--- config.mk ---
export PLATFORM = sky130hd
export DESIGN_NAME = ram_arbiter_flat
export DESIGN_NICKNAME = d
export VERILOG_FILES = /design/src/rtl/ram_arbiter_pkg.sv /design/src/rtl/ram_arbiter_if.sv /design/src/rtl/ram_arbiter_rr.sv /design/src/rtl/ram_arbiter.sv /design/src/flat_wrapper.sv
export SDC_FILE = /design/constraint.sdc
export NUM_CORES = 1
export LEC_CHECK = 0
export CAP_MARGIN = 20
export CELL_PAD_IN_SITES_DETAIL_PLACEMENT = 1
export CELL_PAD_IN_SITES_GLOBAL_PLACEMENT = 2
export CORE_MARGIN = 4
export CORE_UTILIZATION = 23
export DETAILED_ROUTE_END_ITERATION = 8
export GPL_ROUTABILITY_DRIVEN = 0
export PLACE_DENSITY = 0.82
export SETUP_SLACK_MARGIN = 0.05
export SYNTH_ARGS = -nofsm -noshare
export SYNTH_HDL_FRONTEND = slang
export SYNTH_SLANG_ARGS = --single-unit
--- constraint.sdc ---
create_clock -name clk -period 2.9 [get_ports clk]
set_clock_uncertainty 0.2 [all_clocks]
set_input_delay 0.29 -clock clk [delete_from_list [all_inputs] [get_ports clk]]
set_output_delay 0.29 -clock clk [all_outputs]
set_load 0.005 [all_outputs]
--- src/rtl/ram_arbiter_pkg.sv ---
// Shared types and constants for the two-requester RAM arbiter.
package ram_arb_pkg;

  typedef enum logic [1:0] {
    IDLE  = 2'd0,
    ISSUE = 2'd1,
    RESP  = 2'd2
  } state_t;

  localparam int REQ_CPU = 0;
  localparam int REQ_DMA = 1;
  localparam int STAT_W  = 16;

  // Increment that sticks at all-ones instead of wrapping.
  function automatic logic [STAT_W-1:0] sat_inc(input logic [STAT_W-1:0] v);
    return (v == {STAT_W{1'b1}}) ? v : v + 1'b1;
  endfunction

endpackage

--- src/rtl/ram_arbiter_if.sv ---
// Requester and RAM-side signal bundle for ram_arbiter.
// slave: the arbiter's view; master: the surrounding SoC (requesters + RAM).
interface ram_arb_if #(
  parameter int ADDR_W = 8,
  parameter int DATA_W = 32
);
  logic              req0, req1;
  logic              we0, we1;
  logic [ADDR_W-1:0] addr0, addr1;
  logic [DATA_W-1:0] wdata0, wdata1;
  logic              ack0, ack1;
  logic              rvalid0, rvalid1;
  logic [DATA_W-1:0] rdata0, rdata1;
  logic              ram_enable;
  logic              ram_read_write;
  logic [ADDR_W-1:0] ram_address;
  logic [DATA_W-1:0] ram_data_write_out;
  logic [DATA_W-1:0] ram_data_read_in;

  modport slave (
    input  req0, req1, we0, we1, addr0, addr1, wdata0, wdata1, ram_data_read_in,
    output ack0, ack1, rvalid0, rvalid1, rdata0, rdata1,
           ram_enable, ram_read_write, ram_address, ram_data_write_out
  );

  modport master (
    output req0, req1, we0, we1, addr0, addr1, wdata0, wdata1, ram_data_read_in,
    input  ack0, ack1, rvalid0, rvalid1, rdata0, rdata1,
           ram_enable, ram_read_write, ram_address, ram_data_write_out
  );
endinterface

--- src/rtl/ram_arbiter_rr.sv ---
// Two-way round-robin grant logic, purely combinational.
// On a tie the requester that did not win last time is granted.
module rr_arbiter_2 (
  input  logic [1:0] req,
  input  logic       last_grant,
  input  logic       enable,
  output logic [1:0] grant
);

  // One-hot grant; nothing granted while disabled.
  always_comb begin
    grant = 2'b00;
    if (enable) begin
      case (req)
        2'b01:   grant = 2'b01;
        2'b10:   grant = 2'b10;
        2'b11:   grant = last_grant ? 2'b01 : 2'b10;
        default: grant = 2'b00;
      endcase
    end
  end

endmodule

--- src/rtl/ram_arbiter.sv ---
// ram_arbiter: shares a single-port RAM (1-cycle registered read) between
// the processor port (0) and the DMA/debug port (1), one transaction at a time.
// Optional build macro RAM_ARB_STATS_EN adds saturating grant/conflict counters.
module ram_arbiter
  import ram_arb_pkg::*;
#(
  parameter int NUM_RAM_ADDRESS = 256,
  parameter int DATA_W          = 32
) (
  input  logic clk,
  input  logic reset,
  ram_arb_if.slave bus
`ifdef RAM_ARB_STATS_EN
  ,
  output logic [STAT_W-1:0] grant_cnt0,
  output logic [STAT_W-1:0] grant_cnt1,
  output logic [STAT_W-1:0] conflict_cnt
`endif
);

  localparam int ADDR_W = $clog2(NUM_RAM_ADDRESS);

  state_t            state_q;
  logic              last_grant_q;
  logic              owner_q;
  logic              ram_en_q;
  logic              ram_rw_q;
  logic [ADDR_W-1:0] ram_addr_q;
  logic [DATA_W-1:0] ram_wdata_q;
  logic              rvalid0_q, rvalid1_q;
  logic [DATA_W-1:0] rdata0_q, rdata1_q;

  logic              arb_en;
  logic [1:0]        grant;
  logic              owner_d;
  logic              we_d;
  logic [ADDR_W-1:0] addr_d;
  logic [DATA_W-1:0] wdata_d;

  // Arbitration is only open in IDLE and never during reset.
  assign arb_en = (state_q == IDLE) && !reset;

  rr_arbiter_2 u_rr (
    .req        ({bus.req1, bus.req0}),
    .last_grant (last_grant_q),
    .enable     (arb_en),
    .grant      (grant)
  );

  // Winner's command, selected for latching in the ack cycle.
  always_comb begin
    owner_d = grant[REQ_DMA];
    we_d    = owner_d ? bus.we1    : bus.we0;
    addr_d  = owner_d ? bus.addr1  : bus.addr0;
    wdata_d = owner_d ? bus.wdata1 : bus.wdata0;
  end

  assign bus.ack0               = grant[REQ_CPU];
  assign bus.ack1               = grant[REQ_DMA];
  assign bus.rvalid0            = rvalid0_q;
  assign bus.rvalid1            = rvalid1_q;
  assign bus.rdata0             = rdata0_q;
  assign bus.rdata1             = rdata1_q;
  assign bus.ram_enable         = ram_en_q;
  assign bus.ram_read_write     = ram_rw_q;
  assign bus.ram_address        = ram_addr_q;
  assign bus.ram_data_write_out = ram_wdata_q;

  // Transaction FSM; the latched command doubles as the registered RAM strobe,
  // so ram_* are non-zero only during ISSUE.
  always_ff @(posedge clk) begin
    if (reset) begin
      state_q      <= IDLE;
      last_grant_q <= 1'b1;
      owner_q      <= 1'b0;
      ram_en_q     <= 1'b0;
      ram_rw_q     <= 1'b0;
      ram_addr_q   <= '0;
      ram_wdata_q  <= '0;
      rvalid0_q    <= 1'b0;
      rvalid1_q    <= 1'b0;
      rdata0_q     <= '0;
      rdata1_q     <= '0;
    end else begin
      rvalid0_q <= 1'b0;
      rvalid1_q <= 1'b0;
      case (state_q)
        IDLE: begin
          if (|grant) begin
            owner_q      <= owner_d;
            last_grant_q <= owner_d;
            ram_en_q     <= 1'b1;
            ram_rw_q     <= we_d;
            ram_addr_q   <= addr_d;
            ram_wdata_q  <= wdata_d;
            state_q      <= ISSUE;
          end
        end
        ISSUE: begin
          ram_en_q    <= 1'b0;
          ram_rw_q    <= 1'b0;
          ram_addr_q  <= '0;
          ram_wdata_q <= '0;
          state_q     <= ram_rw_q ? IDLE : RESP;
        end
        RESP: begin
          if (owner_q) begin
            rdata1_q  <= bus.ram_data_read_in;
            rvalid1_q <= 1'b1;
          end else begin
            rdata0_q  <= bus.ram_data_read_in;
            rvalid0_q <= 1'b1;
          end
          state_q <= IDLE;
        end
        default: state_q <= IDLE;
      endcase
    end
  end

`ifdef RAM_ARB_STATS_EN
  logic [STAT_W-1:0] gcnt0_q, gcnt1_q, conf_q;

  // Saturating per-requester grant counters and a tie counter.
  always_ff @(posedge clk) begin
    if (reset) begin
      gcnt0_q <= '0;
      gcnt1_q <= '0;
      conf_q  <= '0;
    end else begin
      if (grant[REQ_CPU]) gcnt0_q <= sat_inc(gcnt0_q);
      if (grant[REQ_DMA]) gcnt1_q <= sat_inc(gcnt1_q);
      if (arb_en && bus.req0 && bus.req1) conf_q <= sat_inc(conf_q);
    end
  end

  assign grant_cnt0   = gcnt0_q;
  assign grant_cnt1   = gcnt1_q;
  assign conflict_cnt = conf_q;
`endif

endmodule

--- src/flat_wrapper.sv ---
// flat-port wrapper written by rule: the top's interface ports become plain ports
module ram_arbiter_flat import ram_arb_pkg::*;
#(
  parameter int NUM_RAM_ADDRESS = 256,
  parameter int DATA_W          = 32
)
  (clk, reset, bus_req0, bus_req1, bus_we0, bus_we1, bus_addr0, bus_addr1, bus_wdata0, bus_wdata1, bus_ram_data_read_in, bus_ack0, bus_ack1, bus_rvalid0, bus_rvalid1, bus_rdata0, bus_rdata1, bus_ram_enable, bus_ram_read_write, bus_ram_address, bus_ram_data_write_out);
  ram_arb_if #(.ADDR_W(8), .DATA_W(DATA_W)) bus_i ();
  input  logic clk;
  input  logic reset;
  input wire logic [$bits(bus_i.req0)-1:0] bus_req0;
  input wire logic [$bits(bus_i.req1)-1:0] bus_req1;
  input wire logic [$bits(bus_i.we0)-1:0] bus_we0;
  input wire logic [$bits(bus_i.we1)-1:0] bus_we1;
  input wire logic [$bits(bus_i.addr0)-1:0] bus_addr0;
  input wire logic [$bits(bus_i.addr1)-1:0] bus_addr1;
  input wire logic [$bits(bus_i.wdata0)-1:0] bus_wdata0;
  input wire logic [$bits(bus_i.wdata1)-1:0] bus_wdata1;
  input wire logic [$bits(bus_i.ram_data_read_in)-1:0] bus_ram_data_read_in;
  output wire logic [$bits(bus_i.ack0)-1:0] bus_ack0;
  output wire logic [$bits(bus_i.ack1)-1:0] bus_ack1;
  output wire logic [$bits(bus_i.rvalid0)-1:0] bus_rvalid0;
  output wire logic [$bits(bus_i.rvalid1)-1:0] bus_rvalid1;
  output wire logic [$bits(bus_i.rdata0)-1:0] bus_rdata0;
  output wire logic [$bits(bus_i.rdata1)-1:0] bus_rdata1;
  output wire logic [$bits(bus_i.ram_enable)-1:0] bus_ram_enable;
  output wire logic [$bits(bus_i.ram_read_write)-1:0] bus_ram_read_write;
  output wire logic [$bits(bus_i.ram_address)-1:0] bus_ram_address;
  output wire logic [$bits(bus_i.ram_data_write_out)-1:0] bus_ram_data_write_out;
  assign bus_i.req0 = bus_req0;
  assign bus_i.req1 = bus_req1;
  assign bus_i.we0 = bus_we0;
  assign bus_i.we1 = bus_we1;
  assign bus_i.addr0 = bus_addr0;
  assign bus_i.addr1 = bus_addr1;
  assign bus_i.wdata0 = bus_wdata0;
  assign bus_i.wdata1 = bus_wdata1;
  assign bus_i.ram_data_read_in = bus_ram_data_read_in;
  assign bus_ack0 = bus_i.ack0;
  assign bus_ack1 = bus_i.ack1;
  assign bus_rvalid0 = bus_i.rvalid0;
  assign bus_rvalid1 = bus_i.rvalid1;
  assign bus_rdata0 = bus_i.rdata0;
  assign bus_rdata1 = bus_i.rdata1;
  assign bus_ram_enable = bus_i.ram_enable;
  assign bus_ram_read_write = bus_i.ram_read_write;
  assign bus_ram_address = bus_i.ram_address;
  assign bus_ram_data_write_out = bus_i.ram_data_write_out;
  ram_arbiter #(.NUM_RAM_ADDRESS(NUM_RAM_ADDRESS), .DATA_W(DATA_W)) u_core (.clk(clk), .reset(reset), .bus(bus_i));
endmodule
==> results.sh, run 1 <==
export IMPL_post_route_min_period_ns=2.528
export IMPL_synth_cell_types=28
export IMPL_rows=49
export IMPL_crit_slowest_cell="clkdlybuf4s50_1"
export IMPL_pre_cts_ws_ns=0.5272
export IMPL_hold_viol_final=0
export IMPL_synthArstFlopShare_pct=0
export IMPL_wirelength_um=15030
export IMPL_grt_pass1_wl_um=23420
export IMPL_critPathKind="flop to output pin"
export IMPL_powerDensity_nw_per_um2=502.0
export IMPL_syn_num_nets=568
export IMPL_avgSynthCellArea_um2=9.334
export IMPL_synth_edf_count=0
export IMPL_ys_seq_elements=112
export IMPL_synth_area_um2=4200
export IMPL_setup_violations=0
export IMPL_grt_remaining_overflow=0
export IMPL_rsz0062_at_grt="false"
export IMPL_antenna_found_initial=0
export IMPL_grt_max_degree=72
export IMPL_die_area_um2=20490
export IMPL_drtIter0Drc=83
export IMPL_crit_chain="nor3_1, and3_1, clkdlybuf4s50_1"
export IMPL_cts_tree="done"
export IMPL_clkTransAtPathRegs_ns=0.07
export IMPL_fmax_mhz=395.5
export IMPL_routedWlPerCell_um=16.85
export IMPL_first_global_vias=4365
export IMPL_grt_usage_pct=14.47
export IMPL_viasPerCell=4.512
export IMPL_die_y_um=143.1
export IMPL_ioPinCount=228
export IMPL_synth_area_leader_cell="dfxtp_1"
export IMPL_path_max_fanout=10
export IMPL_max_slew_margin_pct=48.89
export IMPL_nFillCells=2025
export IMPL_fin_setup_tns_ns=0
export IMPL_synth_area_leaders="dfxtp_1 53%, nand2_1 12%, mux2i_1 9.8%"
export IMPL_crit_required_ns=2.41
export IMPL_clockBufferDepth=2
export IMPL_core_um2=17960
export IMPL_dp_hpwl_um=11250
export IMPL_tightest_slew_ns=0.7666
export IMPL_fin_crit_sh_pct=87.19
export IMPL_cts_setup_buffers=0
export IMPL_antennaDiodeCount=0
export IMPL_max_stage_delay_ns=0.52
export IMPL_critPathBufInv=1
export IMPL_syn_inst=450
export IMPL_cts_buffers=9
export IMPL_vdd_ir_drop_max_mv=0.3418
export IMPL_die_w_um=143.1
export IMPL_critical_path_top_delay_family="simple AND/OR/NAND/NOR gates"
export IMPL_fin_util_pct=38.75
export IMPL_seq_area_frac_synth_pct=53.38
export IMPL_fin_nets=777
export IMPL_postRouteAntennaNets=0
export IMPL_clockRootBuffer="clkbuf_16"
export IMPL_hold_buffers=0
export IMPL_hold_path_class="flop to flop"
export IMPL_yosys_area_top_type_share_pct=53.38
export IMPL_cp_end_kind="output pin"
export IMPL_p_leak_nw=2.389
export IMPL_yosysWarnings=0
export IMPL_fin_ws_ns=0.3716
export IMPL_cts_num_sinks=112
export IMPL_arrival_ns=2.04
export IMPL_num_vias=4025
export IMPL_synth_flop_cell="dfxtp_1"
export IMPL_drc_errors=0
export IMPL_drive_above_1_share_pct=4.374
export IMPL_cts_resized=0
export IMPL_timing_final_max_slew_violations=0
export IMPL_area_growth_pct=65.71
export IMPL_start_kind="flop"
export IMPL_outcome="finished, final reports clean"
export IMPL_drt_pass1_iterations=4
export IMPL_numPortBuffers=227
export IMPL_clk_latency_ns=0.35
export IMPL_maxCapViolations=0
export IMPL_h_tree_depth=3
export IMPL_initial_utilization_pct=23.38
[cell usage in the layout (no fill, tap or decap), drive strengths merged, types with 2 or more instances in the layout]
cell and n:
clkinv 2, or3b 2, nand2 130, inv 2, nand2b 2, dfxtp 112, clkdlybuf4s50 226, o2bb2ai 41
clkbuf 11, a21oi 66, nor3 2, mux2i 41, buf 9, nor2 4
[synthesized netlist by cell type (2+ instances only)]
master     count
nor3_1         2
o2bb2ai_1     41
nand2b_1       2
buf_2         11
nor2_1         4
nand2_1      130
dfxtp_1      112
inv_1          2
buf_6          5
a21oi_1       65
clkbuf_1      16
buf_4          4
mux2i_1       41
[registers in the layout, indices dropped and copies added, names as in the netlist]
register,flops
u_core.bus.rvalid0,1
u_core.state_q,2
u_core.last_grant_q,1
u_core.bus.ram_data_write_out,32
u_core.bus.ram_address,8
u_core.bus.rdata1,32
u_core.bus.ram_enable,1
u_core.bus.rdata0,32
u_core.bus.rvalid1,1
u_core.owner_q,1
u_core.bus.ram_read_write,1
[power by group]
part / leakage, nW / switching [mW] / internal [mW]
Sequential: 0.912 / 0.0509 / 1.61
Combinational: 1.33 / 0.217 / 0.346
Clock: 0.142 / 0.574 / 0.693
Total: 2.39 / 0.842 / 2.65
[worst paths after layout]
check / start / endpoint / slack [ns] / cells past startpoint
worst max-delay path: u_core.state_q[0] / bus_ack0 / 0.37 / 3
worst min-delay path: u_core.bus.rdata0[15] / u_core.bus.rdata0[15] / 0.25 / 2
worst max register to register: u_core.state_q[1] / u_core.bus.rdata0[22] / 0.87 / 4
worst min register to register: u_core.bus.rdata0[15] / u_core.bus.rdata0[15] / 0.25 / 2
[routing by layer]
metal / part of all wire [%] / GRT usage, %
met1: 40 / 16.43
met2: 51 / 25.94
met3: 7.9 / 4.421
met4: 1.4 / 4.552
met5: 0 / 0
[logic make-up after synthesis]
| family | synth area share (%) |
|---|---|
| AOI/OAI and AO/OA | 17.40 |
| DFF | 53.38 |
| buffers and inverters | 5.064 |
| and+or+nand+nor | 14.39 |
| muxes | 9.771 |
[stage by stage]
stage	hold slack [ns]	instances	total power, mW	area [um2]
3_3_place_gp	0.2418	877	2.253	6663
4_1_cts	0.2595	892	3.552	6960
5_1_grt	0.2775	892	3.652	6960
6_report	0.2543	892	3.494	6960
2_1_floorplan	0.2260	450	1.891	4200
3_5_place_dp	0.2472	877	2.271	6663
[cell type report]
cell class	instances	area, um2	area share (%)
Clock buffer	11	242.7	3.487
Clock inverter	4	55.05	0.7909
Inverter	2	7.507	0.1079
Tap cell	229	286.5	4.116
Timing Repair Buffer	235	2352	33.79
Sequential cell	112	2242	32.21
Multi-Input combinational cell	299	1774	25.49
[worst register-to-register path, stage by stage, from the launching register on]
cell     delay, ns
dfxtp_1       0.51
or3b_1        0.66
buf_4         0.34
nand2_1       0.10
a21oi_1       0.07
Power figures use the tool's default switching activity.
==> run 2: changes to the inputs <==
--- a/config.mk
+++ b/config.mk
@@ -14,6 +14,7 @@
 export GPL_ROUTABILITY_DRIVEN = 0
 export PLACE_DENSITY = 0.82
 export SETUP_SLACK_MARGIN = 0.05
+export SKIP_CTS_REPAIR_TIMING = 1
 export SYNTH_ARGS = -nofsm -noshare
 export SYNTH_HDL_FRONTEND = slang
 export SYNTH_SLANG_ARGS = --single-unit
==> results of run 2 <==
No change in the layout: final DEF, timing and power equal those of run 1.
==> run 3: changes to the inputs <==
--- a/config.mk
+++ b/config.mk
@@ -5,7 +5,7 @@
 export SDC_FILE = /design/constraint.sdc
 export NUM_CORES = 1
 export LEC_CHECK = 0
-export CAP_MARGIN = 20
+export CAP_MARGIN = 30
 export CELL_PAD_IN_SITES_DETAIL_PLACEMENT = 1
 export CELL_PAD_IN_SITES_GLOBAL_PLACEMENT = 2
 export CORE_MARGIN = 4
==> results of run 3 <==
No change in the layout: final DEF, timing and power equal those of run 1.
==> RTL change (settings of run 2) <==
The 3 states of `state_t` get a one-hot encoding in 3 bits.
--- a/src/rtl/ram_arbiter_pkg.sv
+++ b/src/rtl/ram_arbiter_pkg.sv
@@ -1,10 +1,10 @@
 // Shared types and constants for the two-requester RAM arbiter.
 package ram_arb_pkg;
 
-  typedef enum logic [1:0] {
-    IDLE  = 2'd0,
-    ISSUE = 2'd1,
-    RESP  = 2'd2
+  typedef enum logic [2:0] {
+    IDLE  = 3'b001,
+    ISSUE = 3'b010,
+    RESP  = 3'b100
   } state_t;
 
   localparam int REQ_CPU = 0;
Formal check against the unedited RTL: same outputs for any inputs over 10 cycles, from zero or initial values and one cycle with reset high; not proved beyond that.
==> RTL change against run 2 <==
  * Total power rose by 30%
  * Die area rose by 11%
  * Hold slack got worse by 0.0088 ns
  * Final cell count rose by 11%
  * Register-to-register slack got worse by 0.28 ns
  * Critical path depth did not move
  * First-iteration DRC count rose by 31%
  * Fmax fell by 5.8%
  * Largest power group is now the clock network
  * Critical endpoint unchanged
  * Final area rose by 12%
  * Worst setup slack got worse by 0.16 ns
  * Area after synthesis rose by 11%
  * Sequential cell count rose by 1
  * Clock power rose by 71%
  * Wire length rose by 17%
==> RTL change: results (changes against run 2) <==
[clocking]
root_buffer = clkbuf_16  ; unchanged
cts.clk_slew.worst_paths_ns = 0.05  ; was 0.07 ns
clock_latency_ns = 0.40  ; was 0.35 ns
cts_buffer_depth = 2  ; unchanged
cts_buffers = 17  ; was 9
htreeDepth = 4  ; was 3

[outcome]
status = finished clean  ; unchanged

[hold_path]
worstHoldStart = bus_req0  ; was u_core.bus.rdata0[15]$_SDFFE_PP0P_
hold_path_depth = 3  ; was 2
hold_end = u_core.last_grant_q$_SDFFE_PP1P_  ; was u_core.bus.rdata0[15]$_SDFFE_PP0P_
hp-class = primary input to flip-flop  ; was flip-flop to flip-flop

[pwr]
cellLeakagePower_nw = 2.528  ; was 2.389 nW
max-vdd-ir-drop_v = 0.0003446  ; was 0.0003418 V

[global_routing]
grt_pass1_wl_um = 27230  ; was 23420 um
grt.total_usage_pct = 15.32  ; was 14.47%
antenna_found_initial = 0  ; unchanged
first_global_vias = 5070  ; was 4365
grt_max_degree = 67  ; was 72

[synthesis]
synth_compound_area_share_pct = 27.81  ; was 17.40%
synth_area_leaders = dfxtp_1 (48%), nand2_1 (14%), o32ai_2 (10%), a32oi_1 (7.7%), a21oi_1 (6.9%)  ; was dfxtp_1 (53%), nand2_1 (12%), mux2i_1 (9.8%), o2bb2ai_1 (8.5%), a21oi_1 (7.7%)
syn_nets = 631  ; was 568
synth_flop_cell = dfxtp_1  ; unchanged
ys_seq_area_share_pct = 48.39  ; was 53.38%
synthTopCellsByCount = nand2_1 (170), dfxtp_1 (113), a21oi_1 (64)  ; was nand2_1 (130), dfxtp_1 (112), a21oi_1 (65)
synth-xor-area-share_pct = 0  ; unchanged
ys_async_sr_fraction_pct = 0  ; unchanged
ys_types = 28  ; unchanged
synth_mux_area_share_pct = 0  ; was 9.771%
yosysWarningCount = 0  ; unchanged
synthAdderAreaFrac_pct = 0  ; unchanged

[worst_setup_path]
cp_slowest_stage_delay_ns = 0.62  ; was 0.52 ns
slowest_stage = dfxtp_1  ; was clkdlybuf4s50_1
critical-path-top-delay-family = simple AND/OR/NAND/NOR gates  ; unchanged
timing.rr.start = u_core.state_q[0]$_SDFFE_PP1P_  ; was u_core.state_q[1]$_SDFFE_PP0P_
worst-path-max-fanout = 10  ; unchanged
worstPathArrival_ns = 2.20  ; was 2.04 ns
reg2reg_depth = 3  ; was 4
r2r_slack_ns = 0.59  ; was 0.87 ns
r2r_end = u_core.bus.ram_data_write_out[19]$_SDFFE_PP0P_  ; was u_core.bus.rdata0[22]$_SDFFE_PP0P_

[routing]
first_pass_iters = 4  ; unchanged
first_iter_violations = 109  ; was 83
drt-wirelength-per-cell_um = 17.62  ; was 16.85 um
vias = 4685  ; was 4025

[placement]
dpl.hpwl_um = 12680  ; was 11250 um
io_buffers = 227  ; unchanged
placed_cell_area_sq_um = 7129  ; was 6663 sq um

[finish]
nFillCells = 2206  ; was 2025
drive_above_1_share_pct = 11.80  ; was 4.374%
diodes = 0  ; unchanged
fin_nets = 834  ; was 777

[sta]
worst_pin_slew_ns = 0.7130  ; was 0.7666 ns

-- RTL change: cell count changes after synthesis, moves of 3 or more --
cell	delta
buf_2	+3
nand2_1	+40
o32ai_1	+11
mux2i_1	-41
buf_6	+4
a32oi_1	+40
o2bb2ai_1	-41
clkbuf_1	+14
o32ai_2	+30
-- RTL change: kinds of logic (layout without fill, tap and decap cells) --
group	Yosys count	count (layout)
DFF	113	113
AOI/OAI and AO/OA	151	151
buffers and inverters	58	274
and+or+nand+nor	191	191
-- RTL change: final cells by class --
type	instances	area share, %
clock inverter	14	2.320
tap	265	4.270
timing repair buffer	241	30.84
sequential	113	29.13
clock buffer	18	5.656
multi-input combinational	342	27.73
inverter	1	0.04834
-- RTL change: per-layer routing --
layer  wire [um]  vias to the layer above  GRT usage [%]
met1        7273                     2262          17.94
met5           0                        -              0
met4         204                        0          4.895
li1            -                     2247              -
met2        8681                      162          26.44
met3        1359                       14          5.027
-- RTL change: worst register-to-register path, cell delays in order, from the launching register on --
cell,delay [ns]
dfxtp_1,0.62
or4b_2,0.96
buf_12,0.30
o32ai_1,0.14
-- RTL change: per-stage QoR --
| step | std cells | hold WS, ns | util (%) | setup WS, ns |
|---|---|---|---|---|
| final | 994 | 0.2454 | 39.38 | 0.2150 |
| after CTS | 993 | -0.05450 | 39.30 | 0.03690 |
| after floorplan | 513 | 0.2260 | - | 1.260 |
| after detailed placement | 961 | 0.2470 | 36.16 | 0.4926 |
| after global routing | 994 | 0.2701 | 39.38 | 0.05791 |
| after global placement | 961 | 0.2425 | 36.16 | 0.5720 |
-- RTL change: power by group --
part | leakage [nW] | internal (W) | switching [W] | total (W)
Clock | 0.297 | 0.00139 | 0.000784 | 0.00217
Combinational | 1.31 | 0.000389 | 0.000304 | 0.000693
Sequential | 0.918 | 0.00163 | 0.0000614 | 0.00169
-- RTL change: how the worst max path moves through the flow --
stage,to,from,depth (start not counted)
floorplan,u_core.bus.rdata0[22]$_SDFFE_PP0P_,u_core.state_q[0]$_SDFFE_PP1P_,6
global placement,bus_ack0,u_core.state_q[0]$_SDFFE_PP1P_,3
detailed placement,bus_ack0,u_core.state_q[0]$_SDFFE_PP1P_,3
CTS,bus_ack0,u_core.state_q[0]$_SDFFE_PP1P_,3
global route,bus_ack1,u_core.state_q[0]$_SDFFE_PP1P_,3
finish,bus_ack0,u_core.state_q[0]$_SDFFE_PP1P_,3
